### src/rtl/control_fsm_mc.sv
// Multicycle RV32I control unit: sequences fetch/decode/execute/memory/writeback with a
// ready-handshaked memory port. Define CONTROL_FSM_INSTRET_EN to build the retired-instruction counter.
`timescale 1ns/1ps

package control_fsm_mc_pkg;
    typedef logic [6:0] opcode_t;

    localparam opcode_t OpRType      = 7'b0110011;
    localparam opcode_t OpITypeLogic = 7'b0010011;
    localparam opcode_t OpITypeLoad  = 7'b0000011;
    localparam opcode_t OpITypeJalr  = 7'b1100111;
    localparam opcode_t OpSType      = 7'b0100011;
    localparam opcode_t OpBType      = 7'b1100011;
    localparam opcode_t OpJType      = 7'b1101111;
    localparam opcode_t OpUTypeLui   = 7'b0110111;
    localparam opcode_t OpUTypeAuipc = 7'b0010111;

    typedef enum logic {AdrPc = 1'b0, AdrResult = 1'b1} adr_src_t;
    typedef enum logic [1:0] {PcIncrement = 2'd0, PcJump = 2'd1, PcAluResult = 2'd2} pc_src_t;
    typedef enum logic [1:0] {
        SrcAOldPc = 2'd0, SrcARd1 = 2'd1, SrcAZero = 2'd2, SrcAPc = 2'd3
    } alu_src_a_t;
    typedef enum logic [1:0] {SrcBImmExt = 2'd0, SrcBRd2 = 2'd1, SrcBFour = 2'd2} alu_src_b_t;
    typedef enum logic [1:0] {ResAluOut = 2'd0, ResData = 2'd1, ResAluResult = 2'd2} result_src_t;
endpackage

module control_fsm_mc
    import control_fsm_mc_pkg::*;
#(
    parameter int unsigned INSTRET_W   = 32,
    parameter bit          TRAP_STICKY = 1'b1
) (
    input  logic                 clk,
    input  logic                 reset,
    input  opcode_t              opcode,
    input  logic [2:0]           funct3,
    input  logic                 zero_flag,
    input  logic                 lt_flag,
    input  logic                 ltu_flag,
    input  logic                 mem_ready,
    output logic                 mem_req,
    output logic                 mem_write,
    output adr_src_t             adr_src,
    output logic                 ir_write,
    output logic                 reg_write,
    output logic                 pc_update,
    output pc_src_t              pc_src,
    output alu_src_a_t           alu_src_a,
    output alu_src_b_t           alu_src_b,
    output logic [2:0]           alu_op,
    output result_src_t          result_src,
    output logic                 branch,
    output logic [4:0]           fsm_state,
    output logic                 illegal_instr,
    output logic [INSTRET_W-1:0] instret
);

    typedef enum logic [4:0] {
        StFetch      = 5'd0,
        StDecode     = 5'd1,
        StExecuteR   = 5'd2,
        StUncondJump = 5'd3,
        StExecuteI   = 5'd4,
        StMemAdr     = 5'd5,
        StAluWb      = 5'd6,
        StMemWrite   = 5'd7,
        StMemRead    = 5'd8,
        StMemWb      = 5'd9,
        StBranch     = 5'd10,
        StLui        = 5'd11,
        StAuipc      = 5'd12,
        StJalrCalc   = 5'd13,
        StJalrStep2  = 5'd14,
        StTrap       = 5'd15
    } state_e;

    state_e state_q;
    logic   br_taken;
    logic   br_illegal;

    // funct3 010/011 are not branch encodings and divert to TRAP.
    always_comb begin
        br_taken   = 1'b0;
        br_illegal = 1'b0;
        unique case (funct3)
            3'b000:  br_taken = zero_flag;
            3'b001:  br_taken = !zero_flag;
            3'b100:  br_taken = lt_flag;
            3'b101:  br_taken = !lt_flag;
            3'b110:  br_taken = ltu_flag;
            3'b111:  br_taken = !ltu_flag;
            default: br_illegal = 1'b1;
        endcase
    end

    always_ff @(posedge clk) begin
        if (reset) begin
            state_q <= StFetch;
        end else begin
            unique case (state_q)
                StFetch:      if (mem_ready) state_q <= StDecode;
                StDecode: begin
                    case (opcode)
                        OpJType:      state_q <= StUncondJump;
                        OpRType:      state_q <= StExecuteR;
                        OpITypeLogic: state_q <= StExecuteI;
                        OpITypeLoad:  state_q <= StMemAdr;
                        OpSType:      state_q <= StMemAdr;
                        OpBType:      state_q <= StBranch;
                        OpUTypeAuipc: state_q <= StAuipc;
                        OpUTypeLui:   state_q <= StLui;
                        OpITypeJalr:  state_q <= StJalrCalc;
                        default:      state_q <= StTrap;
                    endcase
                end
                StExecuteR:   state_q <= StAluWb;
                StExecuteI:   state_q <= StAluWb;
                StLui:        state_q <= StAluWb;
                StAuipc:      state_q <= StAluWb;
                StUncondJump: state_q <= StAluWb;
                StJalrCalc:   state_q <= StJalrStep2;
                StJalrStep2:  state_q <= StAluWb;
                StMemAdr:     state_q <= (opcode == OpSType) ? StMemWrite : StMemRead;
                StMemRead:    if (mem_ready) state_q <= StMemWb;
                StMemWb:      state_q <= StFetch;
                StMemWrite:   if (mem_ready) state_q <= StFetch;
                StAluWb:      state_q <= StFetch;
                StBranch:     state_q <= br_illegal ? StTrap : StFetch;
                StTrap:       if (!TRAP_STICKY) state_q <= StFetch;
                default:      state_q <= StTrap;
            endcase
        end
    end

    always_comb begin
        mem_req       = 1'b0;
        mem_write     = 1'b0;
        adr_src       = AdrPc;
        ir_write      = 1'b0;
        reg_write     = 1'b0;
        pc_update     = 1'b0;
        pc_src        = PcIncrement;
        alu_src_a     = SrcAOldPc;
        alu_src_b     = SrcBImmExt;
        alu_op        = 3'b000;
        result_src    = ResAluOut;
        branch        = 1'b0;
        illegal_instr = 1'b0;
        unique case (state_q)
            StFetch: begin
                mem_req   = 1'b1;
                ir_write  = mem_ready;
                pc_update = mem_ready;
            end
            StExecuteR: begin
                alu_src_a = SrcARd1;
                alu_src_b = SrcBRd2;
                alu_op    = 3'b010;
            end
            StExecuteI: begin
                alu_src_a = SrcARd1;
                alu_op    = 3'b011;
            end
            StUncondJump: begin
                alu_src_b = SrcBFour;
                pc_update = 1'b1;
                pc_src    = PcJump;
            end
            StMemAdr:   alu_src_a = SrcARd1;
            StJalrCalc: alu_src_a = SrcARd1;
            StLui:      alu_src_a = SrcAZero;
            StJalrStep2: begin
                alu_src_b = SrcBFour;
                pc_src    = PcAluResult;
                pc_update = 1'b1;
            end
            StMemRead: begin
                mem_req = 1'b1;
                adr_src = AdrResult;
            end
            StMemWrite: begin
                mem_req   = 1'b1;
                mem_write = 1'b1;
                adr_src   = AdrResult;
            end
            StMemWb: begin
                result_src = ResData;
                reg_write  = 1'b1;
            end
            StAluWb: reg_write = 1'b1;
            StBranch: begin
                alu_src_a = SrcARd1;
                alu_src_b = SrcBRd2;
                alu_op    = 3'b001;
                branch    = 1'b1;
                if (br_taken) begin
                    pc_src    = PcJump;
                    pc_update = 1'b1;
                end
            end
            StTrap:  illegal_instr = 1'b1;
            default: ;
        endcase
    end

    assign fsm_state = state_q;

`ifdef CONTROL_FSM_INSTRET_EN
    logic                 retire;
    logic [INSTRET_W-1:0] instret_q;

    assign retire = (state_q == StAluWb) || (state_q == StMemWb) ||
                    (state_q == StBranch && !br_illegal) ||
                    (state_q == StMemWrite && mem_ready);

    always_ff @(posedge clk) begin
        if (reset) begin
            instret_q <= '0;
        end else if (retire) begin
            instret_q <= instret_q + INSTRET_W'(1);
        end
    end

    assign instret = instret_q;
`else
    assign instret = '0;
`endif

endmodule

### config.mk
export PLATFORM = sky130hd
export DESIGN_NAME = control_fsm_mc
export DESIGN_NICKNAME = d
export VERILOG_FILES = /design/src/rtl/control_fsm_mc.sv
export SDC_FILE = /design/constraint.sdc
export NUM_CORES = 1
export LEC_CHECK = 0
export CAP_MARGIN = 10
export CORE_MARGIN = 4
export CORE_UTILIZATION = 34
export CTS_BUF_LIST = sky130_fd_sc_hd__clkbuf_4 sky130_fd_sc_hd__clkbuf_8 sky130_fd_sc_hd__clkbuf_16
export CTS_CLUSTER_DIAMETER = 50
export CTS_CLUSTER_SIZE = 20
export DETAILED_ROUTE_END_ITERATION = 7
export GPL_ROUTABILITY_DRIVEN = 0
export PLACE_DENSITY = 0.82
export SLEW_MARGIN = 20
export SYNTH_ARGS = -nofsm -noshare
export SYNTH_HDL_FRONTEND = slang
export SYNTH_SLANG_ARGS = --single-unit
### constraint.sdc
create_clock -name clk -period 1.6 [get_ports clk]
set_input_delay 0.16 -clock clk [delete_from_list [all_inputs] [get_ports clk]]
set_output_delay 0.16 -clock clk [all_outputs]
set_load 0.03 [all_outputs]
* Word level (Yosys, flattened, before mapping)
Cells that the tools add are included.
Cells by class: add/subtract/negate cells 0, multiply operators 0, div/mod/pow operators 0, magnitude comparators 0, eq/ne operators 32, shift operators 0, muxes and demuxes 23, bitwise operators 1, reductions and logical operators 15
Operators with widths (number):
- 5-bit case mux with 10 select lines | 1
- 5-bit by 4-bit == test with 1-bit output (second input constant) | 8
- 4-bit case mux with 8 select lines | 1
- 7-bit by 6-bit == test with 1-bit output (second input constant) | 3
- 7-bit == test (second input constant) | 3
- 5-bit by 3-bit == test with 1-bit output (second input constant) | 4
- 5-bit 2-to-1 mux | 3
- 7-bit by 5-bit == test with 1-bit output (second input constant) | 2
- 3-bit == test (second input constant) | 4
- 2-bit case mux with 3 select lines | 2
- 6-bit OR reduction | 2
- 5-bit by 2-bit == test with 1-bit output (second input constant) | 2
- 1-bit 2-to-1 mux | 10
- 2-bit OR reduction | 5
- 4-bit 2-to-1 mux | 2
- 2-bit case mux with 2 select lines | 2
- 7-bit by 2-bit == test with 1-bit output (second input constant) | 1
- 2-bit != test (second input constant) | 3
- 1-bit case mux with 6 select lines | 1
- 5-bit by 1-bit == test with 1-bit output (second input constant) | 1
- 5-bit zero test | 1
- 5-bit OR reduction | 1
- 4-bit AND reduction | 1
- 3-bit by 1-bit == test with 1-bit output (second input constant) | 1
- other kinds (5) | 7
Word-level totals: bits in registers 5, latch bits 0, memory bits (writable) 0, bits in read-only memories 0, input port bits 16, word-level logic and storage cells 72, memories 0

* Depth between registers and ports, before layout
Gate-level depths: netlist of the first run.
word-level depth 4, gate-level depth with buffers 5

* Least setup slack after synthesis of the first run
Ideal clock, no wire load.
path kind register to output, start register state_q[3], in the netlist fsm_state[3], end output pc_update, arrival time 1.657 ns, path slack -0.217 ns, cell stages (with the launch flop) 5, buffers on the path 1, cell sequence dfxtp_1 > clkbuf_8 > and2b_2 > nand2_1 > o21ai_0
Between the ends: longest elaborated chain between the ends 3
Ends and longest elaborated chain:
- from (decl) | RTL line 77 | state_e state_q;
- from (signal assigned) | RTL line 98 | state_q <= StFetch;
- from (signal assigned) | RTL line 101 | StFetch: if (mem_ready) state_q <= StDecode;
- from (signal assigned) | RTL line 104 | OpJType: state_q <= StUncondJump;
- 5-bit by 4-bit == test with 1-bit output or 5-bit by 2-bit == test with 1-bit output (tied branches) | RTL line 149 | unique case (state_q)
- 2-bit OR reduction (no source line)
- 1-bit case mux with 3 select lines * | RTL line 149
- to (decl) | RTL line 46 | output logic pc_update,
Every way passes the cells marked *; elsewhere a longest branch is shown, timed or not.

* Worst setup path after layout of the first run
start register state_q[2], in the netlist fsm_state[2], end output alu_op[0]
Between the ends: longest elaborated chain between the ends 2
Ends and longest elaborated chain:
- 5-bit by 4-bit == test with 1-bit output, or another cell as far along | RTL line 149
- 2-bit case mux with 3 select lines * | RTL line 149
- to (decl) | RTL line 50 | output logic [2:0] alu_op,
Marks and branches as above.

==> impl_metrics.yaml, run 1 <==
yosys:
  ys_async_sr_fraction_pct: 0
  ys_seq_area_share_pct: 8.66
  synthMuxAreaShare_pct: 2.17
  syn_area_um2: 925
  yosys.area_share.adder_pct: 0
  synth_ff_type: "dfxtp_1"
  synth_top_family_by_area: "buffers and inverters"
  synthCells: 128
  synth-seq-cells: 4
  synth-xor-area-share_pct: 2.84
  ys_warn_count: 0
  synth_compound_area_share_pct: 21.0
  synth_edf_count: 0
  yosysUniqueCellTypes: 39
  avgSynthCellArea_um2: 7.22
  synth-simple-area-share_pct: 29.0
detailed_routing:
  vias_per_cell: 4.45
  wl_per_cell_um: 11.5
  drtPass1Iterations: 4
  drt_iter0_drc: 32
  wl_um: 2420
  antenna_left: 0
  num_vias: 940
  drc: 0
grt:
  use_met2_pct: 20.8
  met3_usage_pct: 2.16
  grt_util_met1_pct: 15.2
  grt_pass1_wl_um: 3480
  grt_pass1_vias: 815
  track_usage_pct: 12.5
  antenna_found_initial: 0
  grt_overflow_total: 0
  grt_busiest_layer: "met2"
  grt_max_degree: 15
timing:
  finalClockSkew_ps: 2.61
  min_period_ps: 1540
  setup_viol_count_final: 0
  slew_headroom_pct: 64.9
  hold_viol: 0
  worst_hold_slack_ps: 501
  final.period_utilization_pct: 96.2
  fmax_mhz: 650
  worstMarginPinSlew_ps: 520
  final_max_slew_viol_count: 0
  rsz0062_at_grt: "yes"
placed_design:
  dpl.hpwl_um: 1870
  place_area_um2: 1180
  io_buffers: 36
worst_setup_path:
  path_cells: "buf_6 -> or2b_4 -> nor2_1 -> a21oi_1 -> nor2_1 -> buf_4"
  r2r_cells: 6
  cp-start-kind: "flop"
  rr_startpoint: "fsm_state[0]"
  critPathCapture: "alu_op[0]"
  crit_path_frequent_cell: "nor2_1"
  critical_path.max_fanout: 7
  reg2reg_slack_ps: 130
  r2r_end: "fsm_state[1]"
  critPathRequiredTime_ps: 1440
  endpoint_kind: "output pin"
  critPathLaunch: "fsm_state[2]"
  slowest_stage: "dfxtp_2"
  cp.arrival_ps: 1380
  worstSetupPathType: "reg -> out"
  max_stage_delay_ps: 340
die:
  pin_count: 72
  initial_utilization_pct: 36.3
  row_count: 18
  die-area_um2: 3620
  coreArea_um2: 2540
  chipHeight_um: 60.2
  die_x_um: 60.2
power_and_ir_drop:
  p_per_area_nw_per_um2: 1490
  vdd_ir_drop_max_mv: 1.02
  p_leak_nw: 0.673
  fin_total_pwr_w: 0.00198
clock_tree:
  hold_buffers: 0
  clk_latency_ps: 240
  cts_tree: "done"
  htreeDepth: 1
  clk_path_buf_depth: 2
  clock_sinks: 4
  root_buffer: "clkbuf_4"
  clk_pin_slew_ps: 40
  numCtsBuffers: 3
run_status:
  status: "complete, no violations"
hold_path:
  worstHoldStart: "reset"
  hold_path.class: "in -> reg"
cells_and_area:
  fin_util_pct: 52.2
  final_common_cell: "conb_1"
  n_antenna_cell: 0
  largest_reg_flops: 4
  areaGrowthSynthToFinish_pct: 43.6
  nFillCells: 250
  mostFrequentLayoutCells: "conb_1, buf_4, clkdlybuf4s50_1, nor2_1, nand2_1"
  drive_above_1_share_pct: 33.1
  nets: 199
  final_area_um2: 1330
run:
  cap_viol_max_count: 0
[how the worst min path moves through the flow]
stage / to / slack [ps] / cells past startpoint
2_1_floorplan: fsm_state[3] / 230 / 1
3_3_place_gp: fsm_state[3] / 740 / 3
3_5_place_dp: fsm_state[3] / 750 / 2
4_1_cts: fsm_state[3] / 500 / 2
5_1_grt: fsm_state[3] / 540 / 2
6_report: fsm_state[3] / 500 / 2
[where the power goes]
group	switching (W)	total, W	internal [W]
sequential	0.0000256	0.000167	0.000141
clock	0.0000419	0.000126	0.0000839
combinational	0.000984	0.00169	0.000701
total	0.00105	0.00198	0.000926
[critical path: cells and delay by family (launching register included)]
family                 cells  cell delay, ps
DFF                        1             340
AOI/OAI and AO/OA          1              50
buffers and inverters      2             280
and+or+nand+nor            3             470
[final cells by class]
type	instances	area (µm²)	area share, %
well taps	30	37.5	2.83
multi-input cells	114	684	51.6
repair buffers	56	487	36.7
clock buffers	3	22.5	1.70
inverters	4	15.0	1.13
flip-flops and latches	4	81.3	6.13
[logic make-up (layout without fill, tap and decap cells)]
| family | count (synthesis) | count (layout) |
|---|---|---|
| and+or+nand+nor | 45 | 45 |
| AOI/OAI and AO/OA | 29 | 29 |
| xor gates and xnor gates | 3 | 3 |
| other | 1 | 35 |
| DFF | 4 | 4 |
| muxes | 2 | 2 |
| buffers and inverters | 44 | 63 |
[through the flow]
stage / cells / worst slack, ps / setup TNS [ps]
after CTS: 201 / 3.25 / 0
final: 211 / 60.5 / 0
after floorplan: 162 / -44.9 / -44.9
after global routing: 211 / -0.773 / -0.773
after global placement: 198 / -1.69 / -1.69
after detailed placement: 198 / -44.5 / -106
[what timing repair did]
item,CTS,global route
cloned,0,1
endpoints found under the setup margin,8,7
pin swaps,1,3
resized for setup,9,11
buffers inserted,0,9
[synth_stat cells (2+ instances only)]
master    instances  area share (%)
buf_4            36              29
nor2_1           12             4.9
a21oi_1           6             3.2
nand2_1           6             2.4
o22ai_1           5             3.4
a31oi_1           4             2.7
dfxtp_1           4             8.7
inv_1             4             1.6
nor2b_1           4             2.7
nor3_1            4             2.2
buf_6             3             3.7
nand2b_1          3             2.0
o21ai_0           3             1.6
xor2_1            3             2.8
a221oi_1          2             1.9
and2b_2           2             1.9
and4b_2           2             2.4
mux2i_1           2             2.2
nand3_1           2             1.1
o41ai_1           2             1.9
[layer usage]
| metal | vias up | routed length, µm |
|---|---|---|
| li1 | 482 | - |
| met3 | 4 | 224 |
| met2 | 44 | 1180 |
| met4 | 0 | 39 |
| met1 | 410 | 977 |
| met5 | - | 0 |
(Power assumes the default switching activity.)
==> run 2: changes to the inputs <==
TNS_END_PERCENT = 20   (was default)
==> impl_metrics.yaml, run 2 (synthesized netlist as in run 1, its figures left out) <==
cells_and_area:
  n_antenna_cell: 0
  areaGrowthSynthToFinish_pct: 31.4
  mostFrequentLayoutCells: "conb_1, buf_4, clkdlybuf4s50_1, nor2_1"
  nFillCells: 270
  nets: 187
  drive_above_1_share_pct: 25.4
  largest_reg_flops: 4
  fin_util_pct: 47.7
  final_common_cell: "conb_1"
grt:
  grt_pass1_vias: 727
  grt_pass1_wl_um: 3130
  grt_max_degree: 15
  track_usage_pct: 11.2
  antenna_found_initial: 0
  grt_overflow_total: 0
detailed_routing:
  wl_per_cell_um: 10.7
  top_layer: "met4"
  wl_um: 2140
  route.met2.wl_um: 1070
  drc: 0
  drt_iter0_drc: 31
  wl_met3_um: 206
  drtPass1Iterations: 4
  vias_per_cell: 4.48
  wl_met1_um: 847
  antenna_left: 0
  num_vias: 891
die:
  pin_count: 72
  die_x_um: 60.2
  die-area_um2: 3620
  chipHeight_um: 60.2
  coreArea_um2: 2540
  initial_utilization_pct: 36.3
  row_count: 18
timing:
  final_max_slew_viol_count: 0
  hold_viol: 0
  setup_viol_count_final: 0
  worstMarginPinSlew_ps: 505
  fmax_mhz: 640
  slew_headroom_pct: 65.9
  finalClockSkew_ps: 2.01
  final.period_utilization_pct: 97.6
  min_period_ps: 1560
  rsz0062_at_grt: "yes"
power_and_ir_drop:
  vdd_ir_drop_max_mv: 1.00
  swShare_pct: 55.0
  p_per_area_nw_per_um2: 1460
  clkPwrFrac_pct: 7.0
  p_sw_w: 0.000975
  power_frac_seq_pct: 8.9
  fin_total_pwr_w: 0.00177
  p_leak_nw: 0.623
  p_int_w: 0.000797
  combPwrFrac_pct: 84.1
clock_tree:
  cts_tree: "done"
  clock_sinks: 4
  clk_latency_ps: 230
  numCtsBuffers: 3
  clk_pin_slew_ps: 40
  htreeDepth: 1
  hold_buffers: 0
  root_buffer: "clkbuf_4"
  clk_path_buf_depth: 2
hold_path:
  hold_path.class: "in -> reg"
  hold-path-endpoint: "fsm_state[3]"
  worstHoldStart: "reset"
  whs_path_depth: 2
worst_setup_path:
  reg2reg_slack_ps: 170
  critPathRequiredTime_ps: 1440
  r2r_end: "fsm_state[2]"
  endpoint_kind: "output pin"
  rr_startpoint: "fsm_state[0]"
  critical_path.max_fanout: 13
  r2r_cells: 6
  cp.arrival_ps: 1400
  worstSetupPathType: "reg -> out"
  cp-start-kind: "flop"
placed_design:
  io_buffers: 36
  dpl.hpwl_um: 1820
run_status:
  status: "complete, no violations"
run:
  cap_viol_max_count: 0
[run 2: worst max-delay path by stage]
stage                 start      endpoint  slack (ps)  cells past startpoint
3_3_place_gp      opcode[6]  fsm_state[0]         -20                      5
6_report       fsm_state[2]     alu_op[0]          40                      6
2_1_floorplan  fsm_state[0]     pc_update         -40                      5
5_1_grt        fsm_state[0]     pc_update         -40                      6
3_5_place_dp      opcode[2]  fsm_state[0]         -60                      5
4_1_cts        fsm_state[2]     alu_op[0]        -0.8                      6
[run 2: final cells by class]
type | count | area, µm² | area share [%]
multi-input cells | 114 | 668 | 55.0
repair buffers | 44 | 392 | 32.2
flip-flops and latches | 4 | 80.1 | 6.59
well taps | 30 | 37.5 | 3.09
clock buffers | 3 | 22.5 | 1.85
inverters | 4 | 15.0 | 1.24
[run 2: power groups by stage]
stage	clock [W]	sequential [W]	combinational (W)
after floorplan	0	0.000254	0.000994
after global placement	0	0.000154	0.00142
after detailed placement	0	0.000156	0.00143
after CTS	0.000131	0.000155	0.00146
after global routing	0.000138	0.000164	0.00160
final	0.000124	0.000158	0.00149
[run 2: routing by layer]
layer / up-vias / global-route usage [%]
met4: 0 / 5.70
met2: 39 / 17.9
met1: 390 / 14.2
met3: 2 / 1.94
li1: 460 / -
met5: - / 0
[run 2: critical path: stages (launching register included)]
cell	delay, ps
dfxtp_1	340
buf_6	160
or2b_4	300
nor2_1	90
a21oi_1	50
nor2_1	80
buf_4	160
[run 2: through the flow]
step | hold slack (ps) | setup slack [ps] | TNS [ps] | std cells | instance area (µm²)
after floorplan | 229 | -44.9 | -85.3 | 162 | 1050
after global placement | 734 | -17.4 | -29.1 | 196 | 1150
after detailed placement | 733 | -58.6 | -163 | 196 | 1150
after CTS | 498 | -0.754 | -0.754 | 199 | 1190
after global routing | 518 | -43.4 | -101 | 199 | 1210
final | 505 | 38.3 | 0 | 199 | 1210
[run 2: repair_timing]
action	CTS	global route
setup endpoints to repair	9	9
setup buffers	0	0
resized for setup	7	7
